File: config.mk
export PLATFORM = sky130hd
export DESIGN_NAME = bram_arbiter_2p
export DESIGN_NICKNAME = d
export VERILOG_FILES = /design/src/rtl/bram_arbiter_2p.sv
export SDC_FILE = /design/constraint.sdc
export NUM_CORES = 1
export LEC_CHECK = 0
export CAP_MARGIN = 20
export CORE_ASPECT_RATIO = 1.1
export CORE_MARGIN = 1.5
export CORE_UTILIZATION = 25
export DETAILED_ROUTE_END_ITERATION = 7
export MAX_ROUTING_LAYER = met4
export SETUP_SLACK_MARGIN = 0.15
export SYNTH_ARGS = -nofsm -noshare
export SYNTH_HDL_FRONTEND = slang
export SYNTH_SLANG_ARGS = --single-unit
export TNS_END_PERCENT = 5
File: constraint.sdc
create_clock -name clk -period 1.5 [get_ports clk]
set_input_delay 0.45 -clock clk [delete_from_list [all_inputs] [get_ports clk]]
set_output_delay 0.45 -clock clk [all_outputs]
set_load 0.01 [all_outputs]
File: src/rtl/bram_arbiter_2p.sv
// Two-port arbiter in front of a single-port synchronous-read RAM, with lock support.
// Define BRAM_ARB_RR_EN for round-robin tie-breaking; default build uses fixed priority (port 0).
module bram_arbiter_2p #(
   parameter int unsigned ADDR_W = 23,
   parameter int unsigned DATA_W = 16
) (
   input  logic              clk,
   input  logic              reset,
   input  logic              p0_valid,
   output logic              p0_ready,
   input  logic              p0_we,
   input  logic              p0_lock,
   input  logic [ADDR_W-1:0] p0_addr,
   input  logic [DATA_W-1:0] p0_wdata,
   output logic              p0_rvalid,
   output logic [DATA_W-1:0] p0_rdata,
   input  logic              p1_valid,
   output logic              p1_ready,
   input  logic              p1_we,
   input  logic              p1_lock,
   input  logic [ADDR_W-1:0] p1_addr,
   input  logic [DATA_W-1:0] p1_wdata,
   output logic              p1_rvalid,
   output logic [DATA_W-1:0] p1_rdata,
   output logic              mem_we,
   output logic [ADDR_W-1:0] mem_addr,
   output logic [DATA_W-1:0] mem_din,
   input  logic [DATA_W-1:0] mem_dout
);

   typedef enum logic [1:0] {StFree, StOwn0, StOwn1} state_e;

   state_e state_q, state_d;
   logic   gnt0, gnt1;
   logic   acc, acc_port, acc_we, acc_lock;
   logic [ADDR_W-1:0] acc_addr;
   logic [DATA_W-1:0] acc_wdata;
   logic   rd_s1_q, rd_s1_port_q;

`ifdef BRAM_ARB_RR_EN
   // 0: port 0 wins the next tie, 1: port 1 wins.
   logic prio_q, prio_d;
`endif

   always_comb begin
      gnt0 = 1'b0;
      gnt1 = 1'b0;
      case (state_q)
         StFree: begin
`ifdef BRAM_ARB_RR_EN
            if (p0_valid && p1_valid) begin
               gnt0 = ~prio_q;
               gnt1 = prio_q;
            end else begin
               gnt0 = p0_valid;
               gnt1 = p1_valid;
            end
`else
            gnt0 = p0_valid;
            gnt1 = p1_valid & ~p0_valid;
`endif
         end
         StOwn0: gnt0 = 1'b1;
         StOwn1: gnt1 = 1'b1;
         default: begin
            gnt0 = 1'b0;
            gnt1 = 1'b0;
         end
      endcase
   end

   assign p0_ready = gnt0 & p0_valid & ~reset;
   assign p1_ready = gnt1 & p1_valid & ~reset;

   assign acc       = p0_ready | p1_ready;
   assign acc_port  = p1_ready;
   assign acc_we    = acc_port ? p1_we    : p0_we;
   assign acc_lock  = acc_port ? p1_lock  : p0_lock;
   assign acc_addr  = acc_port ? p1_addr  : p0_addr;
   assign acc_wdata = acc_port ? p1_wdata : p0_wdata;

   always_comb begin
      state_d = state_q;
      if (acc) begin
         if (acc_lock) state_d = acc_port ? StOwn1 : StOwn0;
         else          state_d = StFree;
      end
   end

`ifdef BRAM_ARB_RR_EN
   // Every beat of a burst favours the other port, so a burst counts as one grant.
   always_comb begin
      prio_d = prio_q;
      if (acc) prio_d = ~acc_port;
   end

   always_ff @(posedge clk) begin
      if (reset) prio_q <= 1'b0;
      else       prio_q <= prio_d;
   end
`endif

   always_ff @(posedge clk) begin
      if (reset) begin
         state_q      <= StFree;
         mem_we       <= 1'b0;
         mem_addr     <= '0;
         mem_din      <= '0;
         rd_s1_q      <= 1'b0;
         rd_s1_port_q <= 1'b0;
         p0_rvalid    <= 1'b0;
         p1_rvalid    <= 1'b0;
      end else begin
         state_q <= state_d;
         mem_we  <= acc & acc_we;
         if (acc) begin
            mem_addr <= acc_addr;
            mem_din  <= acc_wdata;
         end
         rd_s1_q      <= acc & ~acc_we;
         rd_s1_port_q <= acc_port;
         p0_rvalid    <= rd_s1_q & ~rd_s1_port_q;
         p1_rvalid    <= rd_s1_q & rd_s1_port_q;
      end
   end

   // RAM output is valid in the cycle rvalid is high; gate it so idle data reads as zero.
   assign p0_rdata = p0_rvalid ? mem_dout : '0;
   assign p1_rdata = p1_rvalid ? mem_dout : '0;

endmodule

Word-level counts from Yosys, hierarchy flattened
Index checks and enable logic that the tools add are counted.

cells by class
  eq/ne operators = 2
  bitwise gates (word level) = 14
  reductions and logical operators = 1
  muxes and demuxes = 10

operators by type and width
  operator                                                               number
  16-bit 2-to-1 mux                                                      3
  23-bit 2-to-1 mux                                                      1
  1-bit AND                                                              9
  2-bit 2-to-1 mux                                                       2
  1-bit inverter                                                         4
  1-bit case mux with 2 select lines                                     2
  2-bit by 1-bit equality test with 1-bit output, second input constant  1
  2-bit equality test, second input constant                             1
  2-bit logical NOT                                                      1
  1-bit 2-to-1 mux                                                       2
  1-bit OR                                                               1

storage, ports and cells
  logic and storage cells = 35
  output and inout port bits = 76
  bits in registers = 46
  bits of input ports = 102

Longest topological paths before layout
Gate-level depths: netlist (run 1).

  word-level depth = 8
  gate-level depth with buffers = 5
  gate-level depth less buffers = 3

Least setup slack after synthesis (run 1)
No wires, ideal clock.

  path type = input -> output
  from = in p1_valid
  to = out p1_ready
  buffers on the path = 2
  stages = 4
  arrival time = 1.034 ns
  setup slack = 0.016 ns
  required time = 1.050 ns
  path through = nand2b_1 -> buf_4 -> buf_6 -> nor3_1

between the ends
  cells in the longest elaborated chain, start to end = 4

ends and longest elaborated chain
  item                                line  RTL
  from (decl)                         17    input logic p1_valid,
  1-bit AND                           60    gnt1 = p1_valid & ~p0_valid;
  1-bit case mux with 2 select lines  48    case (state_q)
  1-bit AND (*) (2 in a row)          73    assign p1_ready = gnt1 & p1_valid & ~reset;
  to (decl)                           18    output logic p1_ready,

Every way passes the cells marked *; elsewhere a longest branch is shown, timed or not.

Worst setup path in the final report (run 1)
  from = in p0_valid
  to = out p1_ready

between the ends
  cells in the longest elaborated chain, start to end = 5

ends and longest elaborated chain
  item                                line  RTL
  from (decl)                         9     input logic p0_valid,
  1-bit inverter                      60
  1-bit AND                           60
  1-bit case mux with 2 select lines  48
  1-bit AND (2 in a row)              73

No other way between the ends.

==> summary.txt, run 1 <==
Power and ir drop
  • Max IR drop VDD: 366.6 µV
  • Comb pwr share: around 27%
  • Int Pwr: 0.002314 W
  • P_leak: approximately 1.8 nW
  • Switching Fraction: 27.14%
  • Cell Pwr Density: 756.9 mW/mm²
  • Seq pwr share: a little over two fifths
  • Sw power: between 0.0008 and 0.0009 W
  • Clock power share: just under 30%

STA
  • Crit share post-route: 105.1%
  • Unrepaired setup endpoints after global routing: true
  • Final-report hold violation count: 0
  • Fmax: 0.6346 GHz
  • Max transition margin: 78.25%
  • Final WS setup: -75.81 ps
  • Setup Skew: between 6 and 7 ps
  • Final setup viols: 19
  • Max Slew Vio Count: 0
  • Final Critical Period: between 1500 and 2000 ps
  • Slew @ Worst Pin: about 330 ps
  • Setup TNS: -510.1 ps
  • Hold Slack: about 410 ps

CTS
  • Clock transition at the registers of the reported paths: 90 ps
  • Total clock sinks: 46
  • Clock Tree Buf Depth: 2
  • CTS Root Cell: clkbuf_8
  • Clk Latency, worst-skew pair: ~300 ps
  • CTS tree: built
  • H-tree levels: 2
  • Clock buffer count from CTS: 5

Routing
  • DR pass1 iterations: 4
  • M1 WL: about 3.8 mm
  • Vias per cell: ~4.6
  • Wire per inst: approximately 14 µm
  • Iteration-0 DRC count of the detailed router: a little under 90
  • Antenna Violating Nets Remaining: 0
  • # DRC: 0
  • Met3 WL post-DR: 496 µm
  • Final wirelength: between 8 and 9 mm
  • Via count: 2597
  • DR WL met2: a little under 4 mm
  • Highest metal used: met4

Synth
  • Synth top area share: 41.58%
  • Syn_area_per_cell: 7.853 µm²
  • Synth cell types: 21
  • Synthesized flop and latch total: 46
  • Share of flip-flops with an asynchronous set or reset: 0%
  • Area contributors post-synth: dfxtp_1 42%, a311oi_1 15%, nand2_1 14%
  • Mapped Cells: 282
  • Synth top cells by count: 81 x nand2_1, 46 x dfxtp_1, 41 x nor2_1, 39 x a311oi_1, 32 x and2_1
  • Leading cell type by number of instances after synthesis: nand2_1
  • Synth Flop Type: dfxtp_1
  • Post-synth EDFFs: 0
  • Yosys warning count: 0
  • Sequential-to-total area share from yosys stat: roughly 42%
  • Post-Synthesis Cell Area: between 0.002 and 0.0025 mm²
  • Syn nets: between 300 and 400
  • Largest area contributor in the netlist: dfxtp_1

Cells and area
  • Final net count: around 560
  • Filler-free cell count of the finished design: between 500 and 600
  • Design Area, Final: ~0.0042 mm²
  • Fraction of layout cells with a size suffix above 1: between 30% and 40%
  • Area delta synth->final: 89.43%
  • Post-Route Utilization: about half
  • Diode count: 0

Status
  • Outcome: finished with violations
  • Failing checks: negative setup slack

Place
  • Post-DP HPWL: ~5.7 mm
  • GPL Wtd Cong: 0.6964
  • Placed standard-cell area: 0.004121 mm²
  • Port buffer count: 177
  • Dpl cells: 557

Setup path
  • CP Cell Sequence: clkdlybuf4s15_2, and2b_2, nor3_4, buf_6
  • Top Family by Delay on Critical Path: buffers and inverters
  • Critical Path Fanout Max: 3
  • Critical path class: in -> out
  • Worst EP required: roughly 1100 ps
  • Slowest cell delay on critical path: ~220 ps
  • Arr. time, crit path: approximately 1100 ps
  • Buf/Inv on CP: 2
  • CP endpoint kind: output port
  • CP max stage cell: and2b_2
  • Startpoint types: primary input

GRT
  • Antenna violations before repair: 0
  • Global-route usage over all layers: about 17%
  • Largest net degree at the start of global routing: 47
  • Vias in the first global route: 2413
  • First-pass GRT wire length: between 10 and 15 mm
  • Overflow after GRT: 0

Die
  • Chip height: ~100 µm
  • I/O Pins: ~180
  • Site row count: 35
  • Die width: ~93 µm
  • Initial core utilization: about a quarter
  • Die area: roughly 0.0094 mm²
  • Core Region: between 0.008 and 0.009 mm²

Run
  • Max-cap violation count: 0

Hold path
  • Worst hold path class: reg -> reg
kinds of logic after synthesis:
family,synth area share [%]
AOI/OAI and AO/OA,16.50
buffers and inverters,8.757
DFF,41.58
and+or+nand+nor,33.16
per-stage QoR:
| stage | power, W | setup WS (ps) |
|---|---|---|
| after floorplan | 0.001761 | 137.1 |
| after global placement | 0.002303 | -812.9 |
| after detailed placement | 0.002315 | -814.9 |
| after CTS | 0.003211 | -113.6 |
| after global routing | 0.003360 | -139.2 |
| final | 0.003176 | -75.81 |
final timing paths:
path / startpoint / to / slack (ps) / depth (start not counted)
worst max-delay path: p0_valid / p1_ready / -80 / 4
worst min-delay path: rd_s1_port_q / p0_rvalid / 410 / 1
worst max register to register: state_q[0] / rd_s1_q / 150 / 4
worst min register to register: rd_s1_port_q / p0_rvalid / 410 / 1
state kept, by name, summed over array words and instances (netlist names):
| name | cells |
|---|---|
| state_q | 2 |
| p1_rvalid | 1 |
| rd_s1_port_q | 1 |
| mem_we | 1 |
| mem_addr | 23 |
| rd_s1_q | 1 |
| mem_din | 16 |
| p0_rvalid | 1 |
placed cells by master, fill, tap and decap left out, types with 2 or more instances in the layout:
| cell | count |
|---|---|
| clkdlybuf4s50_1 | 82 |
| clkdlybuf4s15_2 | 12 |
| buf_6 | 20 |
| nand2_1 | 81 |
| and2_1 | 14 |
| and2_4 | 18 |
| buf_4 | 6 |
| a21oi_1 | 3 |
| dlygate4sd2_1 | 16 |
| buf_2 | 23 |
| buf_12 | 7 |
| clkbuf_16 | 2 |
| dfxtp_1 | 29 |
| a311oi_1 | 39 |
| dfxtp_2 | 16 |
| nor2_1 | 39 |
| nor3_1 | 2 |
| clkbuf_2 | 23 |
| clkbuf_8 | 6 |
per-layer routing:
metal | vias to the layer above | track usage [%]
met2 | 100 | 28.05
met3 | 5 | 3.378
met5 | - | -
li1 | 1299 | -
met4 | 0 | 3.147
met1 | 1193 | 22.13
cell type report:
class | count | area (µm²)
clock inverters | 2 | 37.54
fillers | 814 | 4300
repair buffers | 193 | 1813
well taps | 111 | 138.9
multi-input cells | 209 | 1185
clock buffers | 6 | 72.57
flip-flops and latches | 46 | 944.7
inverters | 1 | 3.754
what timing repair did:
action	CTS	global route
hold buffers	0	0
gates resized for setup	282	76
pin swaps	13	36
endpoints found under the setup margin	119	107
setup buffers	0	1
cloned	0	2
power groups by stage:
stage	clock, W	combinational [W]	sequential, W
after floorplan	0	0.000317	0.00144
after global placement	0	0.000906	0.00140
after detailed placement	0	0.000914	0.00140
after CTS	0.000970	0.000866	0.00137
after global routing	0.00103	0.000937	0.00139
final	0.000934	0.000861	0.00138
Note: power is estimated with default switching activity, not from simulation.
==> run 2, diff against run 1 <==
--- a/config.mk
+++ b/config.mk
@@ -7,7 +7,7 @@
 export LEC_CHECK = 0
 export CAP_MARGIN = 20
 export CORE_ASPECT_RATIO = 1.1
-export CORE_MARGIN = 1.5
+export CORE_MARGIN = 2
 export CORE_UTILIZATION = 25
 export DETAILED_ROUTE_END_ITERATION = 7
 export MAX_ROUTING_LAYER = met4
==> constraint.sdc (replaced) <==
create_clock -name clk -period 1.5 [get_ports clk]
set_input_delay 0.3 -clock clk [delete_from_list [all_inputs] [get_ports clk]]
set_output_delay 0.3 -clock clk [all_outputs]
set_load 0.01 [all_outputs]
==> summary.txt, run 2 (synthesis results as in run 1) <==
Status
  • Outcome: finished clean

Setup path
  • FF-to-FF setup slack: 160 ps (about the same)
  • Critical path class: reg -> out
  • Startpoint types: flip-flop
  • Reg2Reg Launch Point: state_q[1]
  • Slowest cell delay on critical path: 350 ps (+130 ps)
  • CP endpoint kind: output port
  • Critical Path Fanout Max: 2 (-1)
  • R2r endpoint: mem_addr[0]
  • CP Cell Sequence: and2b_1, nor3_2, buf_2
  • Reg2reg path depth: 6 (+2)
  • CP max stage cell: dfxtp_2
  • Arr. time, crit path: 1110 ps (-20 ps)
  • Worst EP required: 1200 ps (+150 ps)

STA
  • Setup Skew: 7.181 ps (+1.077 ps)
  • Final-report hold violation count: 0 (unchanged)
  • Final WS setup: 94.42 ps (+170.2 ps)
  • Final Critical Period: 1406 ps (-170.2 ps)
  • Final setup viols: 0 (-19)
  • Fmax: 0.7115 GHz (+12%)
  • Crit share post-route: 93.71% (-11 points)
  • Unrepaired setup endpoints after global routing: true
  • Max Slew Vio Count: 0 (unchanged)
  • Slew @ Worst Pin: 343.1 ps (+16.84 ps)
  • Max transition margin: 77.13% (-1.1 points)
  • Hold Slack: 393.3 ps (-20.64 ps)

Cells and area
  • Final net count: 559 (+0.18%)
  • Fill count: 871 (+7.0%)
  • Commonest non-fill, non-tap cells in the layout: 98 x clkdlybuf4s50_1, 81 x nand2_1, 42 x dlygate4sd2_1, 42 x dfxtp_1, 40 x nor2_1
  • Max FFs per register: 23 (unchanged)
  • Fraction of layout cells with a size suffix above 1: 15.32% (-16 points)
  • Area of the multi-input gates: 0.001132 mm² (-4.4%)
  • Most common cell after layout, fill and taps aside: clkdlybuf4s50_1
  • Most flops, register: mem_addr
  • Design Area, Final: 0.004073 mm² (-2.9%)
  • Area delta synth->final: 83.90%
  • Reg area: 925.9 µm² (-2.0%)
  • Diode count: 0 (unchanged)
  • Largest regs: mem_addr (23), mem_din (16), state_q (2)

Place
  • Post-DP HPWL: 5.809 mm (+2.6%)
  • Port buffer count: 177 (unchanged)
  • GPL Wtd Cong: 0.7354 (+5.6%)
  • Dpl ws: -509.1 ps (+305.8 ps)
  • Placed standard-cell area: 0.004096 mm² (-0.61%)

CTS
  • CTS tree: built
  • Hold Buf Count CTS: 0 (unchanged)
  • H-tree levels: 2 (unchanged)
  • Clk Latency, worst-skew pair: 290 ps (about the same)
  • CTS Root Cell: clkbuf_8
  • Clock buffer count from CTS: 5 (unchanged)
  • Clock transition at the registers of the reported paths: 90 ps (about the same)
  • Total clock sinks: 46 (unchanged)
  • Clock Tree Buf Depth: 2 (unchanged)

GRT
  • Global-route usage over all layers: 15.84% (-1.3 points)
  • Vias in the first global route: 2345 (-2.8%)
  • Overflow after GRT: 0 (unchanged)
  • Largest net degree at the start of global routing: 53 (+13%)
  • First-pass GRT wire length: 11.94 mm (-4.0%)
  • Antenna violations before repair: 0 (unchanged)

Die
  • Die area: 0.009629 mm² (+2.1%)
  • Core Region: 0.008738 mm² (+2.9%)
  • Initial core utilization: 25.34% (-0.72 points)
  • Chip height: 102.7 µm (+0.98%)
  • Site row count: 36 (+2.9%)
  • Die width: 93.74 µm (+1.1%)
  • I/O Pins: 178 (unchanged)

Power and ir drop
  • Comb pwr share: 26.8% (-0.3 points)
  • Clock power share: 30.0% (+0.6 points)
  • Switching Fraction: 26.23% (-0.91 points)
  • Seq pwr share: 43.3% (-0.2 points)
  • Int Pwr: 0.002341 W (+1.2%)
  • Cell Pwr Density: 779.1 mW/mm² (+2.9%)
  • P_leak: 1.826 nW (+1.4%)
  • Sw power: 0.0008322 W (-3.4%)
  • Max IR drop VDD: 405.8 µV (+11%)

Routing
  • Wire per inst: 14.50 µm (+0.56%)
  • # DRC: 0 (unchanged)
  • Final wirelength: 8.279 mm (+1.1%)
  • Vias per cell: 4.609 (+0.82%)
  • Iteration-0 DRC count of the detailed router: 57 (-36%)
  • Via count: 2632 (+1.3%)
  • Antenna Violating Nets Remaining: 0 (unchanged)
  • DR pass1 iterations: 4 (unchanged)

Run
  • Max-cap violation count: 0 (unchanged)

Hold path
  • Hold-critical path depth: 3 (+2)
  • Worst hold path class: in -> reg
  • WHS Endpoint: rd_s1_q
  • Hold path start: reset
==> run 2: how the worst max path moves through the flow <==
stage,slack (ps),from,endpoint,depth (start not counted)
after floorplan,230,state_q[0],p1_ready,4
after global placement,-520,p0_valid,p1_ready,4
after detailed placement,-510,p0_valid,p1_ready,4
after CTS,30,p0_rvalid,p0_rdata[13],3
after global routing,50,state_q[1],p1_ready,3
final,90,state_q[1],p1_ready,3
==> run 2: worst max-delay path, delay by kind of cell, from the launching register on <==
family	cells	cell delay (ps)
buffers and inverters	1	170
flip-flops	1	350
AND/OR/NAND/NOR	2	290
==> run 2: area by class of cell <==
| class | count | share of cell area, % |
|---|---|---|
| inverters | 1 | 0.09217 |
| clock buffers | 6 | 2.028 |
| clock inverters | 1 | 0.7373 |
| repair buffers | 194 | 43.10 |
| flip-flops and latches | 46 | 22.73 |
| multi-input cells | 209 | 27.80 |
| well taps | 114 | 3.502 |
==> run 2: power by group through the flow <==
stage | logic [W] | registers, W | clock network, W
5_1_grt | 0.000927 | 0.00138 | 0.00104
4_1_cts | 0.000835 | 0.00137 | 0.000994
3_5_place_dp | 0.000902 | 0.00140 | 0
6_report | 0.000849 | 0.00137 | 0.000951
3_3_place_gp | 0.000894 | 0.00140 | 0
2_1_floorplan | 0.000310 | 0.00144 | 0
==> run 2: metal layers <==
| metal | up-vias | global-route usage (%) | share of wire (%) |
|---|---|---|---|
| li1 | 1312 | - | - |
| met1 | 1220 | 19.69 | 44 |
| met2 | 96 | 27.14 | 48 |
| met3 | 4 | 2.705 | 6.7 |
| met4 | 0 | 3.344 | 0.76 |
| met5 | - | - | 0 |
==> run 2: what timing repair did <==
| item | CTS | global route |
|---|---|---|
| setup buffers | 0 | 1 |
| pin swaps | 4 | 1 |
| cloned | 0 | 1 |
| setup endpoints to repair | 116 | 65 |
| gates resized for setup | 193 | 4 |
| endpoints found under the hold margin | 0 | 0 |
==> run 2: per-stage QoR <==
stage               setup TNS, ps  std cells  power [W]  utilization (%)
finish                          0        571   0.003173            46.61
global route                    0        571   0.003347            46.61
CTS                             0        569   0.003201            46.13
detailed placement         -17290        562   0.002304            46.88
global placement           -15690        562   0.002292            46.88
floorplan                       0        282   0.001755                -
==> run 3, diff against run 2 <==
--- a/config.mk
+++ b/config.mk
@@ -8,9 +8,10 @@
 export CAP_MARGIN = 20
 export CORE_ASPECT_RATIO = 1.1
 export CORE_MARGIN = 2
-export CORE_UTILIZATION = 25
+export CORE_UTILIZATION = 33
 export DETAILED_ROUTE_END_ITERATION = 7
 export MAX_ROUTING_LAYER = met4
+export PLACE_DENSITY = 0.81
 export SETUP_SLACK_MARGIN = 0.15
 export SYNTH_ARGS = -nofsm -noshare
 export SYNTH_HDL_FRONTEND = slang
==> summary.txt, run 3 (synthesis results as in run 1) <==
STA
  • Max transition margin: 74.48% (-2.7 points)
  • Crit share post-route: 92.00% (-1.7 points)
  • Final setup viols: 0 (unchanged)
  • Setup TNS: 0 ps (unchanged)
  • Final Critical Period: 1380 ps (-25.51 ps)
  • Setup Skew: 2.887 ps (-4.294 ps)
  • Slew @ Worst Pin: 382.8 ps (+39.76 ps)
  • Fmax: 0.7246 GHz (+1.8%)
  • Final-report hold violation count: 0 (unchanged)
  • Max Slew Vio Count: 0 (unchanged)
  • Unrepaired setup endpoints after global routing: true

CTS
  • CTS tree: built
  • Clock transition at the registers of the reported paths: 80 ps (about the same)
  • Clock Tree Buf Depth: 2 (unchanged)
  • Clk Latency, worst-skew pair: 290 ps (about the same)
  • H-tree levels: 2 (unchanged)
  • Total clock sinks: 46 (unchanged)
  • CTS Root Cell: clkbuf_8
  • Clock buffer count from CTS: 5 (unchanged)
  • Hold Buf Count CTS: 0 (unchanged)

Setup path
  • Top Family by Delay on Critical Path: flip-flops
  • CP endpoint kind: output port
  • R2r endpoint: mem_addr[11]
  • Critical Path Fanout Max: 2 (unchanged)
  • Reg2Reg Launch Point: state_q[1]
  • Critical path class: reg -> out
  • Reg2reg path depth: 6 (unchanged)
  • Worst EP required: 1200 ps (about the same)
  • Slowest cell delay on critical path: 340 ps (about the same)
  • Buf/Inv on CP: 1 (unchanged)
  • Arr. time, crit path: 1080 ps (-30 ps)
  • Startpoint types: flip-flop
  • CP Cell Sequence: and2b_1, nor3_2, buf_2
  • CP max stage cell: dfxtp_2
  • FF-to-FF setup slack: 160 ps (about the same)
  • Critical path depth in cells: 3 (unchanged)

Hold path
  • Hold path start: rd_s1_port_q
  • Hold-critical path depth: 1 (-2)
  • Worst hold path class: reg -> reg
  • WHS Endpoint: p0_rvalid

Cells and area
  • Fraction of layout cells with a size suffix above 1: 15.16% (-0.15 points)
  • Most common cell after layout, fill and taps aside: clkdlybuf4s50_1
  • Largest regs: mem_addr (23), mem_din (16), state_q (2)
  • Final net count: 556 (-0.54%)
  • Fill count: 627 (-28%)
  • Diode count: 0 (unchanged)
  • Post-Route Utilization: 61.40% (+15 points)
  • Filler-free cell count of the finished design: 537 (-6.0%)
  • Area delta synth->final: 81.75%
  • Max FFs per register: 23 (unchanged)
  • Commonest non-fill, non-tap cells in the layout: 98 x clkdlybuf4s50_1, 81 x nand2_1, 43 x dlygate4sd2_1, 42 x dfxtp_1, 40 x nor2_1
  • Most flops, register: mem_addr

Die
  • Chip height: 89.92 µm (-12%)
  • Die width: 82.11 µm (-12%)
  • Initial core utilization: 33.79% (+8.4 points)
  • I/O Pins: 178 (unchanged)
  • Site row count: 31 (-14%)
  • Core Region: 0.006555 mm² (-25%)
  • Die area: 0.007383 mm² (-23%)

GRT
  • Overflow after GRT: 0 (unchanged)
  • Vias in the first global route: 2446 (+4.3%)
  • Antenna violations before repair: 0 (unchanged)
  • First-pass GRT wire length: 11.69 mm (-2.1%)
  • Largest net degree at the start of global routing: 47 (-11%)
  • Global-route usage over all layers: 20.41% (+4.6 points)

Place
  • Dpl cells: 529 (-5.9%)
  • Port buffer count: 177 (unchanged)
  • Post-DP HPWL: 5.691 mm (-2.0%)
  • GPL Wtd Cong: 0.7136 (-3.0%)

Power and ir drop
  • P_leak: 1.819 nW (-0.41%)
  • Cell Pwr Density: 766.3 mW/mm² (-1.6%)
  • Overall power: 0.003084 W (-2.8%)
  • Max IR drop VDD: 383.5 µV (-5.5%)

Routing
  • Antenna Violating Nets Remaining: 0 (unchanged)
  • # DRC: 0 (unchanged)
  • Via count: 2613 (-0.72%)
  • Vias per cell: 4.866 (+5.6%)
  • DR pass1 iterations: 4 (unchanged)
  • Iteration-0 DRC count of the detailed router: 92 (+61%)
  • Final wirelength: 7.587 mm (-8.4%)
  • Wire per inst: 14.13 µm (-2.6%)

Run
  • Max-cap violation count: 0 (unchanged)

Status
  • Outcome: finished clean
run 3: worst max-delay path by stage:
stage	startpoint	to	slack (ps)
4_1_cts	state_q[1]	p0_ready	100
3_3_place_gp	p0_valid	p1_ready	-510
2_1_floorplan	state_q[0]	p1_ready	230
3_5_place_dp	p0_valid	p1_ready	-500
5_1_grt	state_q[1]	p1_ready	50
6_report	state_q[1]	p1_ready	120
run 3: power by group:
part	switching [W]	internal, W
combinational	0.000360	0.000483
clock	0.000405	0.000466
sequential	0.0000461	0.00132
total	0.000811	0.00227
run 3: timing repair:
item                       CTS  global route
gates resized for setup    196             4
setup endpoints to repair  116            65
setup buffers                0             0
pin swaps                    2             0
run 3: layout make-up:
class	count	area (µm²)	share of cell area, %
clock buffers	8	110.1	2.735
inverters	1	3.754	0.09325
multi-input cells	209	1140	28.32
flip-flops and latches	46	925.9	23.00
well taps	82	102.6	2.549
repair buffers	191	1743	43.30
run 3: routing by layer:
| layer | GRT usage, % | vias up | wire length, µm |
|---|---|---|---|
| met5 | - | - | 0 |
| met4 | 6.667 | 0 | 135 |
| met3 | 3.213 | 14 | 514 |
| met2 | 32.86 | 96 | 3726 |
| met1 | 25.83 | 1210 | 3212 |
| li1 | - | 1293 | - |
run 3: worst register-to-register path: cells and delay by family (launching register included):
kind	cells	cell delay, ps
buffers and inverters	3	440
flip-flops	1	340
AO/OA/AOI/OAI	1	270
AND/OR/NAND/NOR	2	200
run 3: metrics by stage:
stage               setup WS [ps]  cell area (µm²)  hold slack, ps
floorplan                   231.7             2215           389.1
global placement           -506.9             4074           396.1
detailed placement         -502.7             4074           407.3
CTS                         99.18             4005           415.0
global route                50.47             4025           431.7
finish                      119.9             4025           412.1
